==> src/rtl/fetch_unit_pkg.sv <==
// Shared definitions for the instruction fetch unit: FSM states,
// datapath widths, instruction size and the NOP encoding.
package fetch_unit_pkg;

    localparam int XLEN        = 32;
    localparam int INSTR_BYTES = 4;
    localparam logic [XLEN-1:0] NOP = 32'h0000_0013;

    typedef enum logic [1:0] {
        ST_BOOT,
        ST_RUN,
        ST_DRAIN
    } fetch_state_e;

    // Force a fetch address onto an instruction boundary.
    function automatic logic [XLEN-1:0] align_pc(input logic [XLEN-1:0] pc);
        return pc & ~XLEN'(INSTR_BYTES - 1);
    endfunction

endpackage

==> src/rtl/fetch_unit_if.sv <==
// Fetch unit bus bundle: instruction memory request/response, branch
// redirect and the decode-side valid/ready handshake.
interface fetch_unit_if;
    import fetch_unit_pkg::*;

    logic            imem_req;
    logic [XLEN-1:0] imem_addr;
    logic            imem_gnt;
    logic            imem_rvalid;
    logic [XLEN-1:0] imem_rdata;
    logic            redirect_valid;
    logic [XLEN-1:0] redirect_pc;
    logic            id_valid;
    logic            id_ready;
    logic [XLEN-1:0] id_instr;
    logic [XLEN-1:0] id_pc;

    modport master (
        output imem_req, imem_addr, id_valid, id_instr, id_pc,
        input  imem_gnt, imem_rvalid, imem_rdata, redirect_valid, redirect_pc, id_ready
    );

    modport slave (
        input  imem_req, imem_addr, id_valid, id_instr, id_pc,
        output imem_gnt, imem_rvalid, imem_rdata, redirect_valid, redirect_pc, id_ready
    );

endinterface

==> src/rtl/fetch_fifo.sv <==
// Prefetch FIFO holding {pc, instruction} pairs. Simultaneous push and
// pop are both honoured, including when full; flush empties it at once.
module fetch_fifo #(
    parameter int WIDTH = 64,
    parameter int DEPTH = 4
) (
    input  logic                     clk,
    input  logic                     rst,
    input  logic                     flush,
    input  logic                     push,
    input  logic                     pop,
    input  logic [WIDTH-1:0]         din,
    output logic [WIDTH-1:0]         dout,
    output logic                     full,
    output logic                     empty,
    output logic [$clog2(DEPTH):0]   count
);
    localparam int AW = $clog2(DEPTH);

    logic [WIDTH-1:0] mem [DEPTH];
    logic [AW-1:0]    wr_ptr;
    logic [AW-1:0]    rd_ptr;
    logic [AW:0]      cnt;
    logic             do_push;
    logic             do_pop;

    assign empty   = (cnt == '0);
    assign full    = (cnt == (AW+1)'(DEPTH));
    assign do_pop  = pop && !empty;
    assign do_push = push && (!full || do_pop);
    assign dout    = mem[rd_ptr];
    assign count   = cnt;

    // Pointer and occupancy bookkeeping; pointers wrap naturally (power-of-two depth).
    always_ff @(posedge clk or negedge rst) begin
        if (!rst) begin
            wr_ptr <= '0;
            rd_ptr <= '0;
            cnt    <= '0;
        end else if (flush) begin
            wr_ptr <= '0;
            rd_ptr <= '0;
            cnt    <= '0;
        end else begin
            if (do_push) wr_ptr <= wr_ptr + 1'b1;
            if (do_pop)  rd_ptr <= rd_ptr + 1'b1;
            case ({do_push, do_pop})
                2'b10:   cnt <= cnt + 1'b1;
                2'b01:   cnt <= cnt - 1'b1;
                default: cnt <= cnt;
            endcase
        end
    end

    // Entry storage; data carries no reset, validity comes from the count.
    always_ff @(posedge clk) begin
        if (do_push && !flush) mem[wr_ptr] <= din;
    end

endmodule

==> src/rtl/fetch_unit.sv <==
// Instruction fetch unit: issues word fetches, tracks the single pending
// response, buffers results in a prefetch FIFO and handles redirects.
// Optional macro FETCH_PERF_EN adds perf_fetched / perf_stall counters.
module fetch_unit
    import fetch_unit_pkg::*;
#(
    parameter int              DEPTH    = 4,
    parameter logic [XLEN-1:0] RESET_PC = 32'h0000_0000
) (
    input  logic         clk,
    input  logic         rst,
    fetch_unit_if.master bus
`ifdef FETCH_PERF_EN
    ,
    output logic [31:0]  perf_fetched,
    output logic [31:0]  perf_stall
`endif
);
    localparam int CW = $clog2(DEPTH) + 1;
    localparam logic [CW:0] DEPTH_W = (CW+1)'(DEPTH);

    fetch_state_e      state_q;
    logic [XLEN-1:0]   pc_p0;
    logic [XLEN-1:0]   pc_p1;
    logic              vld_p1;
    logic [CW-1:0]     occ;
    logic [CW:0]       inflight;
    logic              grant;
    logic              redirect;
    logic              push;
    logic              fifo_full;
    logic              fifo_empty;
    logic [2*XLEN-1:0] head;

    assign redirect      = bus.redirect_valid;
    assign inflight      = {1'b0, occ} + {{CW{1'b0}}, vld_p1};
    assign bus.imem_req  = (state_q == ST_RUN) && (inflight < DEPTH_W);
    assign bus.imem_addr = pc_p0;
    assign grant         = bus.imem_req && bus.imem_gnt;

    // A response is kept only in RUN and only if no redirect kills it this cycle.
    assign push = vld_p1 && bus.imem_rvalid && (state_q == ST_RUN) && !redirect
                  && (!fifo_full || bus.id_ready);

    assign bus.id_valid = !fifo_empty;
    assign bus.id_instr = fifo_empty ? '0 : head[XLEN-1:0];
    assign bus.id_pc    = fifo_empty ? '0 : head[2*XLEN-1:XLEN];

    fetch_fifo #(
        .WIDTH (2*XLEN),
        .DEPTH (DEPTH)
    ) u_fifo (
        .clk   (clk),
        .rst   (rst),
        .flush (redirect),
        .push  (push),
        .pop   (bus.id_ready),
        .din   ({pc_p1, bus.imem_rdata}),
        .dout  (head),
        .full  (fifo_full),
        .empty (fifo_empty),
        .count (occ)
    );

    // Control FSM: boot delay, fetch PC advance, redirect and drain of a killed response.
    always_ff @(posedge clk or negedge rst) begin
        if (!rst) begin
            state_q <= ST_BOOT;
            pc_p0   <= RESET_PC;
            vld_p1  <= 1'b0;
        end else begin
            vld_p1 <= grant;
            unique case (state_q)
                ST_BOOT: begin
                    state_q <= ST_RUN;
                    if (redirect) pc_p0 <= align_pc(bus.redirect_pc);
                end
                ST_RUN: begin
                    if (redirect) begin
                        pc_p0 <= align_pc(bus.redirect_pc);
                        if (grant || vld_p1) state_q <= ST_DRAIN;
                    end else if (grant) begin
                        pc_p0 <= pc_p0 + XLEN'(INSTR_BYTES);
                    end
                end
                ST_DRAIN: begin
                    if (redirect) pc_p0 <= align_pc(bus.redirect_pc);
                    else          state_q <= ST_RUN;
                end
                default: state_q <= ST_BOOT;
            endcase
        end
    end

    // PC of the outstanding request, paired with its response one cycle later.
    always_ff @(posedge clk) begin
        if (grant) pc_p1 <= pc_p0;
    end

`ifdef FETCH_PERF_EN
    // Count decode transfers and cycles where decode was starved.
    always_ff @(posedge clk or negedge rst) begin
        if (!rst) begin
            perf_fetched <= 32'd0;
            perf_stall   <= 32'd0;
        end else begin
            if (bus.id_valid && bus.id_ready)  perf_fetched <= perf_fetched + 32'd1;
            if (bus.id_ready && !bus.id_valid) perf_stall   <= perf_stall + 32'd1;
        end
    end
`endif

endmodule

==> src/flat_wrapper.sv <==
// flat-port wrapper written by rule: the top's interface ports become plain ports
module fetch_unit_flat import fetch_unit_pkg::*;
#(
    parameter int              DEPTH    = 4,
    parameter logic [XLEN-1:0] RESET_PC = 32'h0000_0000
)
  (clk, rst, bus_imem_req, bus_imem_addr, bus_id_valid, bus_id_instr, bus_id_pc, bus_imem_gnt, bus_imem_rvalid, bus_imem_rdata, bus_redirect_valid, bus_redirect_pc, bus_id_ready);
  fetch_unit_if bus_i ();
  input  logic clk;
  input  logic rst;
  output wire logic [$bits(bus_i.imem_req)-1:0] bus_imem_req;
  output wire logic [$bits(bus_i.imem_addr)-1:0] bus_imem_addr;
  output wire logic [$bits(bus_i.id_valid)-1:0] bus_id_valid;
  output wire logic [$bits(bus_i.id_instr)-1:0] bus_id_instr;
  output wire logic [$bits(bus_i.id_pc)-1:0] bus_id_pc;
  input wire logic [$bits(bus_i.imem_gnt)-1:0] bus_imem_gnt;
  input wire logic [$bits(bus_i.imem_rvalid)-1:0] bus_imem_rvalid;
  input wire logic [$bits(bus_i.imem_rdata)-1:0] bus_imem_rdata;
  input wire logic [$bits(bus_i.redirect_valid)-1:0] bus_redirect_valid;
  input wire logic [$bits(bus_i.redirect_pc)-1:0] bus_redirect_pc;
  input wire logic [$bits(bus_i.id_ready)-1:0] bus_id_ready;
  assign bus_imem_req = bus_i.imem_req;
  assign bus_imem_addr = bus_i.imem_addr;
  assign bus_id_valid = bus_i.id_valid;
  assign bus_id_instr = bus_i.id_instr;
  assign bus_id_pc = bus_i.id_pc;
  assign bus_i.imem_gnt = bus_imem_gnt;
  assign bus_i.imem_rvalid = bus_imem_rvalid;
  assign bus_i.imem_rdata = bus_imem_rdata;
  assign bus_i.redirect_valid = bus_redirect_valid;
  assign bus_i.redirect_pc = bus_redirect_pc;
  assign bus_i.id_ready = bus_id_ready;
  fetch_unit #(.DEPTH(DEPTH), .RESET_PC(RESET_PC)) u_core (.clk(clk), .rst(rst), .bus(bus_i));
endmodule
==> config.mk <==
export PLATFORM = sky130hd
export DESIGN_NAME = fetch_unit_flat
export DESIGN_NICKNAME = d
export VERILOG_FILES = /design/src/rtl/fetch_unit_pkg.sv /design/src/rtl/fetch_unit_if.sv /design/src/rtl/fetch_fifo.sv /design/src/rtl/fetch_unit.sv /design/src/flat_wrapper.sv
export SDC_FILE = /design/constraint.sdc
export NUM_CORES = 1
export LEC_CHECK = 0
export ABC_CLOCK_PERIOD_IN_PS = 5300
export CORE_MARGIN = 10
export CORE_UTILIZATION = 25
export CTS_BUF_LIST = sky130_fd_sc_hd__clkbuf_4 sky130_fd_sc_hd__clkbuf_8
export CTS_CLUSTER_DIAMETER = 40
export DETAILED_ROUTE_END_ITERATION = 6
export PLACE_DENSITY = 0.53
export SETUP_SLACK_MARGIN = 0.1
export SKIP_CTS_REPAIR_TIMING = 1
export SLEW_MARGIN = 20
export SYNTH_ARGS = -nofsm -noshare
export SYNTH_HDL_FRONTEND = slang
export SYNTH_SLANG_ARGS = --single-unit
==> constraint.sdc <==
create_clock -name clk -period 5.3 [get_ports clk]
set_clock_uncertainty 0.15 [all_clocks]
set_input_delay 1.06 -clock clk [delete_from_list [all_inputs] [get_ports clk]]
set_output_delay 1.06 -clock clk [all_outputs]
set_load 0.05 [all_outputs]
# ---- Word-level counts from Yosys, hierarchy flattened
# Memory sizes are Yosys's and may differ from the RTL's.
# Index checks and enable logic that the tools add are counted.
dict set report word_totals {
  wordCells 67
  n_memories 1
  ram_bits 256
  in_bits 70
  out_inout_bits 98
  ff_bits 74
}
dict set report classes {
  muxes 18
  reduce_logical 24
  n_eq_ne 10
  n_lt_le_gt_ge 1
  n_addsub 6
}
# memory depth word_bits read_ports rd_ports_with_merged_regs write_ports line
set memory_table {}
lappend memory_table {u_core.u_fifo.mem 4 64 1 0 1 fetch_fifo.sv:20} ;# logic [WIDTH-1:0] mem [DEPTH];
# op n
set op_table {}
lappend op_table {{two-way mux 32 bit} 5}
lappend op_table {{one-hot mux 32 bit (2 select lines)} 1}
lappend op_table {{adder 32 x 3 -> 32 bit, second input constant} 1}
lappend op_table {{two-way mux 2 bit} 7}
lappend op_table {{logical AND 1 bit} 9}
lappend op_table {{inequality test 2 bit, second input constant} 3}
lappend op_table {{one-hot mux 2 bit (3 select lines)} 1}
lappend op_table {{one-hot mux 3 bit (2 select lines)} 1}
lappend op_table {{AND reduction 3 bit} 2}
lappend op_table {{nonzero test 2 bit} 3}
lappend op_table {{adder 2 x 1 -> 2 bit, second input constant} 2}
lappend op_table {{adder 3 x 1 -> 4 bit} 1}
lappend op_table {{equality test 2 x 1 -> 1 bit, second input constant} 2}
lappend op_table {{equality test 2 bit, second input constant} 2}
lappend op_table {{< comparator 4 x 3 -> 1 bit, second input constant} 1}
lappend op_table {{adder 3 x 1 -> 3 bit, second input constant} 1}
lappend op_table {{equality test 3 bit, second input constant} 1}
lappend op_table {{zero test 1 bit} 3}
lappend op_table {{zero test 3 bit} 1}
lappend op_table {{logical OR 1 bit} 3}
lappend op_table {{two-way mux 3 bit} 1}
lappend op_table {{inequality test 3 x 2 -> 1 bit, second input constant} 1}
lappend op_table {{nonzero test 3 bit} 1}
lappend op_table {{subtractor 3 x 1 -> 3 bit, second input constant} 1}
lappend op_table {{other kinds (4)} 5}

# ---- Logic depth before layout (Yosys ltp)
dict set report depth {
  word_depth 8
  mapped_depth 10
  ltp_nobuf 8
}

# ---- Hierarchy
# A second synthesis with hierarchy kept.
dict set report hier_totals {
  hier_cells 773
  hier_area_um2 13331.5
}
# module area_each_um2 seq_area_each_um2 instances cells_each
set modules_own_cells {}
lappend modules_own_cells {fetch_fifo 9801.9 7862.5 1 401}
lappend modules_own_cells {fetch_unit 3529.6 1726.7 1 372}

# ---- Least setup slack after synthesis
# Ideal clock, no wire load.
dict set report synth_path {
  path_type {input to register}
  start {input bus_redirect_valid}
  end {memory u_core.u_fifo.mem[0][0], enable pin}
  t_required_ns 4.723
  t_arrival_ns 3.250
  slack_ns 1.474
  n_path_buf 1
  stages 4
  setup_time_ns 0.427
  path_cell_list {and4bb_2 -> and3_1 -> clkbuf_1 -> and2_1}
}
dict set report synth_between {
  elab_chain_cells 7
}
# item line
set synth_lines {}
lappend synth_lines {{start, declared} flat_wrapper.sv:19} ;# input wire logic [$bits(bus_i.redirect_valid)-1:0] bus_redirect_valid;
lappend synth_lines {{zero test 1 bit (*)} {fetch_fifo.sv:57, fetch_unit.sv:42}}
lappend synth_lines {{logical AND 1 bit} fetch_unit.sv:42} ;# assign push = vld_p1 && bus.imem_rvalid && (state_q == ST_RUN) && !redirect
lappend synth_lines {{logical AND 1 bit} fetch_unit.sv:43} ;# && (!fifo_full || bus.id_ready);
lappend synth_lines {{logical AND 1 bit} fetch_fifo.sv:30} ;# assign do_push = push && (!full || do_pop);
lappend synth_lines {{logical AND 1 bit (*)} fetch_fifo.sv:57} ;# if (do_push && !flush) mem[wr_ptr] <= din;
lappend synth_lines {{two-way mux 1 bit (*)} fetch_fifo.sv:57}
lappend synth_lines {{two-way mux 1 bit (not written as such) (*)} fetch_fifo.sv:57}
lappend synth_lines {{end, declared} fetch_fifo.sv:20}
# Every way passes the cells marked *; elsewhere a longest branch is shown, timed or not.

# ---- Final worst setup path
dict set report layout_path {
  start {register u_core.u_fifo.cnt[0], in the netlist u_core.u_fifo.count[0]}
  end {output bus_id_pc[31]}
}
dict set report layout_between {
  elab_chain_cells 2
}
# item line
set layout_lines {}
lappend layout_lines {{start, declared} fetch_fifo.sv:23} ;# logic [AW:0] cnt;
lappend layout_lines {{start signal, assigned} fetch_fifo.sv:48} ;# 2'b10: cnt <= cnt + 1'b1;
lappend layout_lines {{start signal, assigned} fetch_fifo.sv:49} ;# 2'b01: cnt <= cnt - 1'b1;
lappend layout_lines {{start signal, assigned} fetch_fifo.sv:50} ;# default: cnt <= cnt;
lappend layout_lines {{zero test 3 bit} fetch_fifo.sv:27} ;# assign empty = (cnt == '0);
lappend layout_lines {{two-way mux 32 bit} fetch_unit.sv:47} ;# assign bus.id_pc = fifo_empty ? '0 : head[2*XLEN-1:XLEN];
lappend layout_lines {{end, declared} flat_wrapper.sv:15} ;# output wire logic [$bits(bus_i.id_pc)-1:0] bus_id_pc;
# Every way passes these cells.

==> results by stage <==
Synth:
- Dividing the synthesized area by the synthesized cell count gives 17.17 µm².
- In the post-synthesis netlist, the biggest area contributors are edfxtp_1 63%, mux4_2 11%, dfrtp_1 7.6%.
- The Yosys step of the flow raised 0 warnings.
- For this run, the leading register cell type out of synthesis is edfxtp_1.
- The cell count after synthesis came out at between 700 and 800.
- The synthesized netlist occupies a cell area of 13240 µm².
- The distinct cell type count of the synthesized netlist is 62.
- Counting flops with a built-in enable in the synthesized netlist gives 278.
- The number of synthesized register bits is 318.
- Summed over all instances, the cell type with the most area after synthesis is edfxtp_1.
- Summed over its instances, the top area cell type makes up 63.05% of the synthesized netlist area.
- The register area share after synthesis is 70.61%.
- The share of synthesized flip-flops with an asynchronous set or reset is around an eighth.

Clock network:
- The number of clock buffers added by TritonCTS is 60.
- No sink is reached through more buffers than the 3 on the longest clock path.
- TritonCTS built the clock tree.
- The clock sink count is 318.
- The later-pin clock latency in the skew report is 0.65 ns.
- After clock tree synthesis, the clock-pin slew on the worst setup and hold paths is 0.06 ns.
- The master cell of the clock root buffer is clkbuf_8.
- The count of H-tree levels built during CTS is 2.

Route:
- In the routed layout, each cell is associated on average with a via count of 4.498.
- The DRC violation count after routing is 0.
- The average wire per cell in the routed design is 19.71 µm.
- The pre-antenna-repair detailed-routing pass consisted of 7 iterations.
- The final layout contains routed wiring with a total length of 33520 µm.
- The number of nets still failing antenna checks after routing is 0.
- The via count of the routed design is 7651.
- The initial DRC count is between 500 and 600.

Critical path:
- The start-to-end type of the worst setup path is flip-flop to primary output.
- The biggest fanout along the worst timing path is 27.
- The data required time at the worst endpoint is 4.09 ns.
- Setup slack on the worst reg-to-reg path comes out at 2.04 ns.
- The arrival time reported for the critical path endpoint is between 3 and 4 ns.
- In this design, the stage delay of the slowest critical-path cell is 0.77 ns.
- The capturing element type of the critical path is a primary output.
- The signal on the critical path passes through or3_2, buf_4, and2_1, clkdlybuf4s50_1.
- The kind of start point of the critical path is a flip-flop.
- The standard cell with the maximum stage delay on the critical path is or3_2.

Floorplan:
- The initial core utilization is 25.20%.
- During I/O placement, the number of pins put on the boundary was 168.
- The core region is roughly 53000 µm².
- After floorplanning, the core was divided into 84 placement rows.
- The die is 250.1 µm wide.
- The die covers 62570 µm².
- The die height is 250.1 µm.

Final layout:
- The multi-input combinational cells in the finished layout cover a total of between 3000 and 4000 µm².
- The top cell types in the final layout, fill and taps aside, are 278 x edfxtp_1, 160 x clkdlybuf4s50_1, 71 x and2_1.
- The final net count is 1043.
- The total area of sequential cells is 9356 µm².
- The layout has 5135 filler cells.
- The area growth from synthesis to layout is 27.34%.
- The post-route netlist has 19.84% of its cells at a drive strength greater than 1.
- The library cell used most frequently in the layout, excluding fill and tap cells, is edfxtp_1.
- The share of the core filled with cells in the final layout is about a third.
- The number of inserted diodes is 0.

Timing:
- The number of pins exceeding their max-slew limit in the final report came to 0.
- The worst path uses roughly 83% of the clock period.
- The routed design could run at a clock period as short as 4.379 ns.
- The number of hold violations in the final report was 0.
- Setup repair after global routing left no endpoint under its margin.
- The headroom to the max-slew limit is 33.06%.
- For the final routed database, the setup TNS stands at 0 ns.
- Setup violations remaining at the end of the flow were counted as 0.
- For the pin with the worst max-slew slack, the measured transition is between 1 and 1.5 ns.
- Timing would allow up to 228.4 MHz.

Placed design:
- Detailed placement finished with a half-perimeter wire length of 21810 µm.
- In this run the tool buffered the top-level ports with about 160 buffer cells.
- Routability-driven placement finished with a final weighted congestion of 0.8309.

Global route:
- The global routing's busiest layer is met2.
- The via count of the first global-routing pass is 8096.
- The total congestion overflow is 0.
- The first-pass GRT wire length is 51320 µm.
- The met1 track demand over resource in global routing is 13.62%.
- The initial antenna violation count is 0.
- Global routing used 3.552% of the available met3 tracks.
- The global-route usage over all layers is 10.55%.
- For met2 alone, demand over resource in global routing was 16.26%.
- Entering global routing, the biggest net connects 42 pins.

Power:
- In this run the power density over the cells is 480.2 nW/µm².
- In this run the static leakage power is roughly 0.0055 µW.
- The design draws 8097 µW.
- IR analysis of the VDD net gives a maximum drop of 0.2877 mV.

Worst hold path:
- The tightest min-delay check is of the flip-flop to flip-flop type.

Run:
- Max-cap violations in this run came to 0.

Status:
- The run finished with clean final reports.
==> critical path: cells and delay by family (launching register included) <==
kind | cells | cell delay, ns
simple gates | 2 | 0.96
flops | 1 | 0.51
buf+inv | 2 | 1.03
==> final timing paths <==
check                                                            end  depth (start not counted)                                from
worst max register to register    u_core.u_fifo.count[2]$_DFFE_PN0P_                          9  u_core.u_fifo.count[0]$_DFFE_PN0P_
min in group asynchronous       u_core.bus.imem_addr[27]$_DFFE_PN0P_                          1                                 rst
worst min-delay path              u_core.u_fifo.mem[2][57]$_DFFE_PP_                          0          u_core.pc_p1[25]$_DFFE_PP_
max in group asynchronous        u_core.u_fifo.rd_ptr[1]$_DFFE_PN0P_                          1                                 rst
worst min register to register    u_core.u_fifo.mem[2][57]$_DFFE_PP_                          0          u_core.pc_p1[25]$_DFFE_PP_
worst max-delay path                                   bus_id_pc[31]                          4  u_core.u_fifo.count[0]$_DFFE_PN0P_
==> Yosys cell counts, types with 2 or more instances <==
library cell	n
xor2_1	2
nor4_1	4
clkbuf_1	20
nand3_1	15
buf_4	8
a41o_1	3
and3_1	13
nor3_2	3
xnor2_1	2
and4_1	7
or3_1	4
o22a_1	4
and2_1	75
a21oi_1	18
a22oi_1	2
nand3_2	2
a32oi_1	3
mux4_2	62
a31oi_1	7
nor3_1	9
nand2b_1	13
nor2_1	28
edfxtp_1	278
o22ai_1	4
a41oi_1	2
buf_1	4
dfrtp_1	40
nand2_1	25
o211ai_1	4
nor2b_1	3
a311oi_1	8
mux2i_1	15
o21ai_0	16
o311ai_1	3
inv_1	4
nand4_1	12
a211oi_1	4
buf_2	16
nor3b_1	2
ha_1	5
==> cell families (layout without fill, tap and decap cells) <==
group                      count (synthesis)  count (layout)  synth area share, %
other                                      1               4              0.02832
xor gates and xnor gates                   4               4               0.2646
muxes                                     77              77                11.68
DFF                                      318             318                70.61
buffers and inverters                     54             293                2.051
adders and majority gates                  6               6               0.6237
and+or+nand+nor                          223             223                10.02
AOI/OAI and AO/OA                         88              88                4.725
==> metal layers <==
layer / routed length (µm) / up-vias / part of all wire, %
li1: - / 3480 / -
met1: 14800 / 3853 / 44
met2: 15400 / 264 / 46
met3: 2580 / 54 / 7.7
met4: 743 / 0 / 2.2
met5: 0 / - / 0
==> metrics by stage <==
step	instance area [µm²]	setup WS (ns)	hold slack, ns	std cells
after floorplan	13250	1.474	0.3087	774
after global placement	15640	1.106	0.3235	1592
after detailed placement	15650	1.113	0.3360	1593
after CTS	16860	0.8012	0.3428	1701
after global routing	16860	0.7410	0.3624	1701
final	16860	0.9211	0.3398	1701
==> flip-flops by register name, indices dropped and copies added (netlist names) <==
name and flops:
u_core.state_q 2, u_core.u_fifo.count 3, u_core.pc_p1 30, u_core.bus.imem_addr 30, u_core.vld_p1 1, u_core.u_fifo.wr_ptr 2
u_core.u_fifo.rd_ptr 2, u_core.u_fifo.mem 248
==> where the power goes <==
part | internal, µW | leakage [µW] | switching (µW) | total, µW
Combinational | 767 | 0.00187 | 1390 | 2160
Clock | 1360 | 0.000613 | 1040 | 2390
Sequential | 3110 | 0.00299 | 438 | 3550
==> cell type report <==
| type | count | area share, % |
|---|---|---|
| clock buffer | 74 | 5.558 |
| tap | 688 | 5.106 |
| multi-input combinational | 402 | 21.63 |
| clock inverter | 34 | 1.603 |
| inverter | 4 | 0.08905 |
| timing repair buffer | 181 | 10.52 |
| sequential | 318 | 55.50 |
(Power assumes the default switching activity.)
